<file path="src/rtl/nn_result_writer.sv">
// nn_result_writer
//   Drains the 32-bit result RAM to host memory as 512-bit cache lines.
//   A start pulse samples base_addr/num_words; words are read from the RAM
//   one per cycle, packed 16 to a line (partial last line zero-padded), and
//   each line is written to base_addr + line index. The block then waits for
//   all write acknowledgements before pulsing done.
//
// Optional feature (macro NN_RESULT_FLAG_EN):
//   After the data lines are acknowledged, one status line is written at
//   base_addr + line count with data {zeros, 25'b0, num_words, 64'h1}, and
//   its acknowledgement is awaited before done.
//
// Ports
//   clk, reset      clock; synchronous active-high reset
//   start           one-cycle launch pulse, honoured only in IDLE
//   base_addr       first destination line address (sampled on start)
//   num_words       words to drain, 0..DEPTH (sampled on start)
//   z_rd_addr       result RAM read address
//   z_dout          result RAM read data, one cycle after z_rd_addr
//   c1_alm_full     host write channel almost full (blocks issue)
//   wr_valid        write request, one cycle per line
//   wr_addr         line address of the request
//   wr_data         line payload
//   wr_rsp_valid    one write acknowledgement per cycle
//   busy            high from the cycle after start until done
//   done            one-cycle completion pulse
//   fsm_state       current FSM state (debug)
//
// Handshake: the write channel has no ready; a request is a single-cycle
// wr_valid pulse launched only when c1_alm_full was low in the cycle before.
// Each request is answered later by exactly one wr_rsp_valid cycle.

module nn_result_writer #(
    parameter int DEPTH  = 64,
    parameter int ADDR_W = 42
) (
    input  logic              clk,
    input  logic              reset,
    input  logic              start,
    input  logic [ADDR_W-1:0] base_addr,
    input  logic [6:0]        num_words,
    output logic [5:0]        z_rd_addr,
    input  logic [31:0]       z_dout,
    input  logic              c1_alm_full,
    output logic              wr_valid,
    output logic [ADDR_W-1:0] wr_addr,
    output logic [511:0]      wr_data,
    input  logic              wr_rsp_valid,
    output logic              busy,
    output logic              done,
    output logic [2:0]        fsm_state
);

    typedef enum logic [2:0] {
        IDLE     = 3'd0,
        FILL     = 3'd1,
        ISSUE    = 3'd2,
        WAIT_RSP = 3'd3,
`ifdef NN_RESULT_FLAG_EN
        FLAG     = 3'd4,
`endif
        FIN      = 3'd5
    } state_t;

    state_t            state;
    logic [ADDR_W-1:0] base_q;
    logic [6:0]        nwords_q;
    logic [6:0]        rd_ptr;      // next word address to present to the RAM
    logic [6:0]        wr_ptr;      // number of words captured so far
    logic [2:0]        line_idx;
    logic              pend;        // a read was presented last cycle
    logic [511:0]      line_buf;
    logic [3:0]        outstanding;
`ifdef NN_RESULT_FLAG_EN
    logic              flag_sent;
    logic [511:0]      flag_line;
    assign flag_line = {416'b0, 25'b0, nwords_q, 64'h1};
`endif

    logic [6:0] words_in;
    logic       read_now;
    logic       last_cap;
    logic       rsp_take;

    assign fsm_state = state;
    assign z_rd_addr = rd_ptr[5:0];
    assign words_in  = (num_words > 7'(DEPTH)) ? 7'(DEPTH) : num_words;

    // Reads stop at the end of the current line so the pipeline is empty
    // when the line is handed to ISSUE.
    assign read_now = (state == FILL) && (rd_ptr < nwords_q) && (rd_ptr[6:4] == line_idx);
    assign last_cap = pend && ((wr_ptr[3:0] == 4'hF) || (wr_ptr + 7'd1 == nwords_q));
    // A response with nothing outstanding is stale (e.g. from before a reset).
    assign rsp_take = wr_rsp_valid && (outstanding != 4'd0);

    always_ff @(posedge clk) begin
        if (reset) begin
            state       <= IDLE;
            base_q      <= '0;
            nwords_q    <= '0;
            rd_ptr      <= '0;
            wr_ptr      <= '0;
            line_idx    <= '0;
            pend        <= 1'b0;
            line_buf    <= '0;
            outstanding <= '0;
            wr_valid    <= 1'b0;
            wr_addr     <= '0;
            wr_data     <= '0;
            busy        <= 1'b0;
            done        <= 1'b0;
`ifdef NN_RESULT_FLAG_EN
            flag_sent   <= 1'b0;
`endif
        end else begin
            wr_valid <= 1'b0;
            done     <= 1'b0;
            pend     <= read_now;
            if (read_now) rd_ptr <= rd_ptr + 7'd1;

            // Counted on the request cycle itself, so a response can never
            // arrive before its own increment.
            case ({wr_valid, rsp_take})
                2'b10:   outstanding <= outstanding + 4'd1;
                2'b01:   outstanding <= outstanding - 4'd1;
                default: ;
            endcase

            case (state)
                IDLE: begin
                    if (start) begin
                        base_q   <= base_addr;
                        nwords_q <= words_in;
                        rd_ptr   <= '0;
                        wr_ptr   <= '0;
                        line_idx <= '0;
                        line_buf <= '0;
                        busy     <= 1'b1;
`ifdef NN_RESULT_FLAG_EN
                        flag_sent <= 1'b0;
`endif
                        state    <= (words_in == 7'd0) ? WAIT_RSP : FILL;
                    end
                end
                FILL: begin
                    if (pend) begin
                        line_buf[{wr_ptr[3:0], 5'd0} +: 32] <= z_dout;
                        wr_ptr <= wr_ptr + 7'd1;
                    end
                    if (last_cap) state <= ISSUE;
                end
                ISSUE: begin
                    if (!c1_alm_full) begin
                        wr_valid <= 1'b1;
                        wr_addr  <= base_q + {{(ADDR_W-3){1'b0}}, line_idx};
                        wr_data  <= line_buf;
                        line_buf <= '0;
                        line_idx <= line_idx + 3'd1;
                        state    <= (wr_ptr < nwords_q) ? FILL : WAIT_RSP;
                    end
                end
                WAIT_RSP: begin
                    // wr_valid still high means the last line's increment
                    // has not landed in outstanding yet.
                    if (outstanding == 4'd0 && !wr_valid) begin
`ifdef NN_RESULT_FLAG_EN
                        state <= FLAG;
`else
                        state <= FIN;
                        done  <= 1'b1;
                        busy  <= 1'b0;
`endif
                    end
                end
`ifdef NN_RESULT_FLAG_EN
                FLAG: begin
                    if (!flag_sent) begin
                        if (!c1_alm_full) begin
                            wr_valid  <= 1'b1;
                            wr_addr   <= base_q + {{(ADDR_W-3){1'b0}}, line_idx};
                            wr_data   <= flag_line;
                            flag_sent <= 1'b1;
                        end
                    end else if (outstanding == 4'd0 && !wr_valid) begin
                        state <= FIN;
                        done  <= 1'b1;
                        busy  <= 1'b0;
                    end
                end
`endif
                FIN: begin
                    state <= IDLE;
                end
                default: state <= IDLE;
            endcase
        end
    end

endmodule
</file>
<file path="config.mk">
export PLATFORM = sky130hd
export DESIGN_NAME = nn_result_writer
export DESIGN_NICKNAME = d
export VERILOG_FILES = /design/src/rtl/nn_result_writer.sv
export SDC_FILE = /design/constraint.sdc
export NUM_CORES = 2
export LEC_CHECK = 0
export CAP_MARGIN = 25
export CORE_MARGIN = 2
export CORE_UTILIZATION = 33
export DETAILED_ROUTE_END_ITERATION = 7
export SETUP_SLACK_MARGIN = 0.5
export SLEW_MARGIN = 20
export SYNTH_ARGS = -nofsm -noshare
export SYNTH_HDL_FRONTEND = slang
export SYNTH_SLANG_ARGS = --single-unit
export TNS_END_PERCENT = 50
</file>
<file path="constraint.sdc">
create_clock -name clk -period 8.9 [get_ports clk]
set_clock_uncertainty 0.15 [all_clocks]
set_input_delay 2.225 -clock clk [delete_from_list [all_inputs] [get_ports clk]]
set_output_delay 2.225 -clock clk [all_outputs]
set_load 0.05 [all_outputs]
</file>
==> flow_summary.toml <==
[floorplan]
ios = 652
initial_core_util = 0.332
rows = 128
die_x_um = 354
die-area_mm2 = 0.125
die_h_um = 354
core_mm2 = 0.122

[yosys]
ys_warn_count = 0
synth_top_flop_cell = "dfxtp_1"
synthesis.nets = 4876
yosysUniqueCellTypes = 58
netlist_instances = 4762
netlist_area_mm2 = 0.0404
ys_async_sr_fraction = 0
synthTopCellsByCount = "nand2_1, dfxtp_1, nor2_1, a21oi_1, a22oi_1"
synthTopCellsByArea = "dfxtp_1, nand2_1, a22oi_1"
syn_avg_cell_area_um2 = 8.49
ys_seq_elements = 1143
synth_edf_count = 0
ys_seq_area_frac = 0.566
netlist.area_leader.share = 0.566
synth_top_area_cell = "dfxtp_1"
yosysMostFrequentCell = "nand2_1"

[setup_path]
crit_required_ps = 9310
slowest_stage = "and3b_1"
worst_setup_path_end_kind = "flop"
path_cells = "clkdlybuf4s50_1 > nor2b_1 > or3_1 > and3b_1 > nand2_1 > buf_8 > a22oi_1 > nor2_1"
slowest_delay_ps = 880
path_buf_inv = 2
critical_path.max_fanout = 18
critPathLaunchType = "input port"
crit_type = "in -> reg"
critPathTopFamily = "simple AND/OR/NAND/NOR gates"
r2r_setup_slack_ps = 5050
cp.arrival_ps = 5430

[clock_network]
cts_tree = "built"
cts_setup_buffers = 0
cts_sinks = 1143
clkTransAtPathRegs_ps = 60
clkLatencyLatePin_ps = 720
cts_buffer_depth = 3
hold_buffers = 0
h-tree-depth = 3
cts_resized = 0
root_buffer = "clkbuf_16"
numCtsBuffers = 118

[timing]
setup_tns_ps = 0
worst_slew_pin_slew_ps = 1240
hold_viol = 0
finalCritPeriodShare = 0.564
fin_crit_ps = 5020
max_freq_mhz = 199
setup_viol = 0
slew_headroom = 0.170
slew_viol_final = 0
rsz0062_at_grt = "no"
holdWs_ps = 289

[power_and_ir_drop]
power_density_mw_per_mm2 = 216
p_leak_nw = 17.2
ir_drop_mv = 0.159

[grt]
grt_pass1_vias = 32500
use_met1 = 0.301
grt_max_degree = 225
use_met3 = 0.0401
track_usage = 0.224
grt_first_pass_wirelength_um = 213000
antenna_found_initial = 5
grt_overflow_total = 0
top_usage_layer = "met2"
met2_usage = 0.358

[routing]
ant_nets = 0
num_vias = 35400
finalWirelength_um = 146000
wl_per_cell_um = 21.4
drc_errors = 0
avgViaCountPerCell = 5.17
drt_iter0_markers = 3593
dr.pass1.iters = 6

[final_layout]
drive_gt1_frac = 0.0572
n_antenna_cell = 0
final_nets = 5250
area_growth_pct = 28.1

[placed_design]
dp.final_hpwl_um = 89100
numPortBuffers = 651
gp_congestion = 0.803

[flow_run]
max_cap_viol_count = 0

[worst_hold_path]
hold_class = "reg -> reg"

[status]
outcome = "complete, no violations"
[worst paths after layout]
check                       startpoint                          to  cells after the start
max                        c1_alm_full   line_buf[45]$_SDFFE_PP0P_                      8
min          line_buf[61]$_SDFFE_PP0P_    wr_data[61]$_SDFFE_PP0P_                      2
max reg2reg  fsm_state[0]$_SDFFE_PP0P_  line_buf[195]$_SDFFE_PP0P_                      6
min reg2reg  line_buf[61]$_SDFFE_PP0P_    wr_data[61]$_SDFFE_PP0P_                      2
[metrics by stage]
step	util	setup WS [ps]	cells	power (mW)	area, µm²
2_1_floorplan	-	4780	4762	5.86	40400
3_3_place_gp	0.392	2990	6633	6.27	47700
3_5_place_dp	0.393	3120	6637	6.28	47800
4_1_cts	0.425	3880	6848	11.3	51700
5_1_grt	0.426	3720	6852	11.6	51800
6_report	0.426	3880	6852	11.2	51800
[final cells by class]
type,instances,area (µm²)
fillers,12100,69900
flip-flops and latches,1143,22900
multi-input cells,3158,16000
repair buffers,696,6910
clock buffers,167,3400
well taps,1625,2030
clock inverters,44,547
inverters,19,71.3
[worst min-delay path, stage by stage (launching register included)]
cell and delay, ps:
dfxtp_1 310, nand2_1 50, a21oi_1 50
[placed cells by master (no fill, tap or decap), drive strengths merged, types with 21 or more instances in the layout]
cell type and count:
o21ai 21, inv 23, clkinv 27, a21oi 585
nand3 21, nand2 1146, clkbuf 168, dfxtp 1143
xor2 35, clkdlybuf4s50 619, a22oi 514, a211oi 38
ha 26, buf 76, nor2 599
[kinds of logic after synthesis]
logic type	Yosys count	synth area share
buffers and inverters	461	0.0436
multiplexers	1	0.000248
AO/OA/AOI/OAI	1203	0.187
AND/OR/NAND/NOR	1872	0.182
adder cells (fa/ha/maj)	28	0.00904
XOR/XNOR	54	0.0117
flip-flops	1143	0.566
[sequential cells by signal, summed over array words and instances (netlist names)]
register     cells
done             1
wr_data        512
base_q          42
line_idx         3
line_buf       512
wr_ptr           7
wr_addr         42
fsm_state        3
nwords_q         7
outstanding      4
rd_ptr           7
pend             1
busy             1
wr_valid         1
[report_power, final]
group	total (mW)	switching, mW	internal (mW)
Combinational	0.986	0.798	0.188
Sequential	5.20	0.0397	5.16
Clock	5.02	2.11	2.92
Total	11.2	2.94	8.26
[routing by layer]
layer  up-vias  wire length (µm)
met1     17100             63700
met2      1320             67200
met4         0              5710
met5         -                 0
li1      16700                 -
met3       261              9860
No activity file was read; power rests on OpenSTA's default activity.
